===== config.mk =====
export PLATFORM = sky130hd
export DESIGN_NAME = board_input_ctrl
export DESIGN_NICKNAME = d
export VERILOG_FILES = /design/src/rtl/board_input_ctrl.sv
export SDC_FILE = /design/constraint.sdc
export NUM_CORES = 1
export LEC_CHECK = 0
export CAP_MARGIN = 10
export CORE_ASPECT_RATIO = 0.9
export CORE_MARGIN = 3
export CORE_UTILIZATION = 45
export CTS_CLUSTER_DIAMETER = 100
export DETAILED_ROUTE_END_ITERATION = 10
export PLACE_DENSITY_LB_ADDON = 0.1
export REMOVE_ABC_BUFFERS = 1
export SLEW_MARGIN = 20
export SYNTH_ARGS = -nofsm -noshare
export SYNTH_HDL_FRONTEND = slang
export SYNTH_SLANG_ARGS = --single-unit

===== constraint.sdc =====
create_clock -name clk -period 13.77 [get_ports clk]
set_input_delay 2.754 -clock clk [delete_from_list [all_inputs] [get_ports clk]]
set_output_delay 2.754 -clock clk [all_outputs]
set_load 0.02 [all_outputs]

===== src/rtl/board_input_ctrl.sv =====
// Board input peripheral: per-channel synchronise, debounce and sticky change flag,
// with a maskable level interrupt and a word-addressed CPU register window.
module board_input_ctrl #(
    parameter int unsigned       NUM_CH          = 9,
    parameter int unsigned       CH_W            = 8,
    parameter int unsigned       DEBOUNCE_CYCLES = 16,
    parameter logic [NUM_CH-1:0] INV_MASK        = 9'h100
) (
    input  logic                     clk,
    input  logic                     reset,
    input  logic [NUM_CH*CH_W-1:0]   raw_in,
    input  logic [31:0]              addr,
    input  logic                     we,
    input  logic [31:0]              wdata,
    output logic [31:0]              rdata,
    output logic                     irq
);

    localparam int unsigned CNT_W = $clog2(DEBOUNCE_CYCLES) + 1;
    localparam logic [CNT_W-1:0] CNT_LAST = CNT_W'(DEBOUNCE_CYCLES - 1);
    localparam logic [5:0] IDX_STATUS = 6'(NUM_CH);
    localparam logic [5:0] IDX_MASK   = 6'(NUM_CH + 1);

    logic [NUM_CH-1:0][CH_W-1:0] stable_all;
    logic [NUM_CH-1:0]           accept_all;

    logic [NUM_CH-1:0] status_q, status_d;
    logic [NUM_CH-1:0] mask_q, mask_d;

    logic [5:0] idx;
    logic       status_wr;
    logic       mask_wr;
    logic       unused_bus_bits;

    assign idx       = addr[7:2];
    assign status_wr = we && (idx == IDX_STATUS);
    assign mask_wr   = we && (idx == IDX_MASK);

    assign unused_bus_bits = ^{addr[31:8], addr[1:0], wdata};

    // ------------------------------------------------------------------
    // Per-channel input path
    // ------------------------------------------------------------------
    for (genvar i = 0; i < NUM_CH; i++) begin : g_ch
        logic [CH_W-1:0]  raw_adj;
        logic [CH_W-1:0]  sync1_q;
        logic [CH_W-1:0]  sync2_q;
        logic [CH_W-1:0]  stable_q, stable_d;
        logic [CNT_W-1:0] cnt_q, cnt_d;
        logic             accept;

        // Active-low channels are flipped before the synchroniser so stable is always active-high
        assign raw_adj = raw_in[i*CH_W +: CH_W] ^ {CH_W{INV_MASK[i]}};

        always_comb begin
            cnt_d    = cnt_q;
            stable_d = stable_q;
            accept   = 1'b0;
            if (sync2_q == stable_q) begin
                cnt_d = '0;
            end else if (cnt_q == CNT_LAST) begin
                stable_d = sync2_q;
                cnt_d    = '0;
                accept   = 1'b1;
            end else begin
                cnt_d = cnt_q + CNT_W'(1);
            end
        end

        always_ff @(posedge clk or posedge reset) begin
            if (reset) begin
                sync1_q  <= '0;
                sync2_q  <= '0;
                stable_q <= '0;
                cnt_q    <= '0;
            end else begin
                sync1_q  <= raw_adj;
                sync2_q  <= sync1_q;
                stable_q <= stable_d;
                cnt_q    <= cnt_d;
            end
        end

        assign stable_all[i] = stable_q;
        assign accept_all[i] = accept;
    end

    // ------------------------------------------------------------------
    // Status / mask registers
    // ------------------------------------------------------------------
    always_comb begin
        status_d = status_q;
        if (status_wr) begin
            status_d = status_q & ~wdata[NUM_CH-1:0];
        end
        // A fresh accept overrides a same-edge clear so no change is ever lost
        status_d = status_d | accept_all;

        mask_d = mask_q;
        if (mask_wr) begin
            mask_d = wdata[NUM_CH-1:0];
        end
    end

    always_ff @(posedge clk or posedge reset) begin
        if (reset) begin
            status_q <= '0;
            mask_q   <= '0;
        end else begin
            status_q <= status_d;
            mask_q   <= mask_d;
        end
    end

    assign irq = |(status_q & mask_q);

    // ------------------------------------------------------------------
    // Read mux
    // ------------------------------------------------------------------
    always_comb begin
        rdata = '0;
        if (idx == IDX_STATUS) begin
            rdata = 32'(status_q);
        end else if (idx == IDX_MASK) begin
            rdata = 32'(mask_q);
        end else begin
            for (int i = 0; i < NUM_CH; i++) begin
                if (idx == 6'(i)) begin
                    rdata = 32'(stable_all[i]);
                end
            end
        end
    end

endmodule

==> reports/metrics.yaml <==
route:
  drc_errors: 0
  drt-total-wl_mm: 22.3
  postRouteAntennaNets: 0
  detailedRoute.firstIterationViolations: 474
  drt-pass1-iter-count: 5
  vias_after_detailed_routing: 6528
  detail_route.wl_per_cell_um: 17.7
  vias_per_cell: 5.18
yosys:
  synth-seq-cells: 279
  synth.area.top_cells: "dfrtp_1 63%, mux2_2 8.5%, xnor2_1 6.4%, nor2_1 2.2%, buf_4 1.6%"
  ys_dominant_reg_cell: "dfrtp_1"
  yosys.cell_count.top_type: "dfrtp_1"
  synthesis.instances: 826
  synth_enable_flop_cells: 0
  yosysUniqueCellTypes: 61
  cell_type_with_the_highest_aggregate_area_in_the_netlist: "dfrtp_1"
  ys_seq_area_frac: 0.633
  avgSynthCellArea_sq_um: 13.4
  synth-warning-count: 0
  synth_async_sr_flop_share: 1.00
  syn-cell-area_sq_um: 11000
  synthDominantCellAreaShare: 0.633
  synth_commonest_cells: "279 x dfrtp_1, 83 x mux2_2, 81 x xnor2_1, 64 x nor2_1, 31 x nand2_1"
timing:
  finalHoldViolCount: 0
  fin_tns_setup_ns: 0
  final_period_minus_worst_setup_slack_ns: 8.84
  final_setup_viols: 0
  max_freq_mhz: 113
  final_critical_path_setup_slack_ns: 4.93
  slew_headroom: 0.344
  rsz0062_at_grt: "no"
  finalMaxSlewViolations: 0
  worst-slew-pin-transition_ns: 0.982
  hold_ws_ns: 0.347
  final.setup_skew_ns: 0.00838
  final_min_period_over_clock_period: 0.642
hold_path:
  holdCritPathClass: "reg -> reg"
cells_and_area:
  drive_gt1_frac: 0.169
  insertedDiodeCount: 0
  layout.core_utilization: 0.558
  final_net_count: 1085
  design_area_sq_um: 13200
  flow.area_growth_from_synthesis_pct: 20.0
  instances_no_fill: 1260
setup_path:
  setup.worst_path.start_class: "input port"
  crit_fanout: 26
  timing_worst_setup_path_type: "in -> out"
  worst-endpoint-arrival_ns: 6.08
  end_kind: "primary output"
  reg2reg_slack_ns: 11.74
  worst_ep_required_time_ns: 11.02
flow_run:
  cap_viol_max_count: 0
grt:
  grt_start_max_net_pins: 108
  grt_pass1_wl_mm: 35.9
  via_count_of_the_first_global_routing_pass: 6914
  antenna_found_initial: 0
  globalRouteTotalUtil: 0.169
  globalRoute.totalOverflow: 0
pwr:
  clock_power_share: 0.329
  share_comb_of_total_power: 0.187
  powerDensity_nw_per_um2: 187
  finalPower_mw: 2.48
  total_leakage_power_nw: 5.54
  power_frac_seq: 0.484
  p_sw_frac: 0.280
  internal_power_mw: 1.78
  power.switching_uw: 693
  vdd_drop_max_v: 0.0000792
clock_network:
  clkTransAtPathRegs_ns: 0.06
  cts-buffers-inserted: 29
  cts.hold.buffers_added: 0
  cts_resized: 0
  cts_tree: "yes"
  clock_path_buffers: 3
  cts_sink_count: 279
  cts.htree.levels: 1
  clk_root_buffer_cell: "clkbuf_16"
  clock_latency_ns: 0.54
  cts.repair_timing.setup_buffer_count: 0
placement:
  dpl.hpwl_mm: 16.0
  place_worst_setup_slack_ns: 5.03
  dp_cells: 1208
  placement.io_buffers: 99
  placed_cell_area_sq_um: 12200
  place_congestion: 0.881
die:
  chipHeight_um: 155
  floorplan.core_area_sq_um: 23700
  die_area_sq_um: 26400
  design.portCount: 172
  core.rowCount: 53
  initial_core_util: 0.465
  dieWidth_um: 171
run_status:
  run_status: "finished, final reports clean"
-- flip-flops by register name, indices dropped and copies added (netlist names) --
signal and cells:
g_ch.stable_q 72, g_ch.sync1_q 72, g_ch.sync2_q 72, g_ch.cnt_q 45, mask_q 9, status_q 9
-- layout make-up --
cell class	instances	area (sq um)
clock buffer	33	771
inverter	16	67.6
multi-input combinational	508	3770
fill	1937	10500
tap	302	378
clock inverter	19	246
timing repair buffer	103	1020
sequential	279	6980
-- final timing paths --
check	to	cells past startpoint	start
worst max register to register	g_ch[0].stable_q[7]$_DFFE_PP0P_	5	g_ch[0].sync2_q[7]$_DFF_PP0_
worst max-delay path	rdata[2]	7	addr[4]
max in group asynchronous	g_ch[5].sync2_q[2]$_DFF_PP0_	4	reset
min in group asynchronous	g_ch[4].cnt_q[0]$_DFF_PP0_	2	reset
worst min register to register	g_ch[8].sync2_q[7]$_DFF_PP0_	0	g_ch[8].sync1_q[7]$_DFF_PP0_
worst min-delay path	g_ch[8].sync2_q[7]$_DFF_PP0_	0	g_ch[8].sync1_q[7]$_DFF_PP0_
-- power by group through the flow --
stage                     clock (mW)  sequential, mW  combinational [mW]
after global placement             0            1.20               0.444
after global routing           0.869            1.23               0.518
final                          0.815            1.20               0.462
after detailed placement           0            1.22               0.464
after floorplan                    0            1.15               0.358
after CTS                      0.839            1.20               0.469
-- cells in the final DEF, fill, tap and decap left out, drive strengths merged, types with 19 or more instances in the layout --
master and instances:
mux2 86, clkbuf 33, dfrtp 279, o21ai 20, clkdlybuf4s50 98, o22ai 19
conb 23, xnor2 81, nand2 31, a21oi 19, nand3 22, nor2 64
-- cell families (layout without fill, tap and decap cells) --
logic type,Yosys count,after routing,share of synthesized area
other,1,23,0.000340
buffers and inverters,61,171,0.0335
AND/OR/NAND/NOR,191,191,0.0950
multiplexers,91,91,0.0935
adder cells (fa/ha/maj),9,9,0.0102
flip-flops,279,279,0.633
AO/OA/AOI/OAI,104,104,0.0632
XOR/XNOR,90,90,0.0715
-- worst max-delay path: stages --
cell             delay (ns)
clkdlybuf4s50_1        0.90
nor4b_2                1.05
nand3b_1               0.18
o221ai_2               0.13
o21ai_0                0.13
o21ai_1                0.26
clkdlybuf4s50_1        0.67
-- routing by layer --
metal	share of wire	vias to the layer above	GRT usage
li1	-	3047	-
met1	0.44	3240	0.231
met2	0.49	199	0.283
met3	0.052	42	0.0312
met4	0.025	0	0.0441
met5	0	-	0
Note: power is estimated with default switching activity, not from simulation.
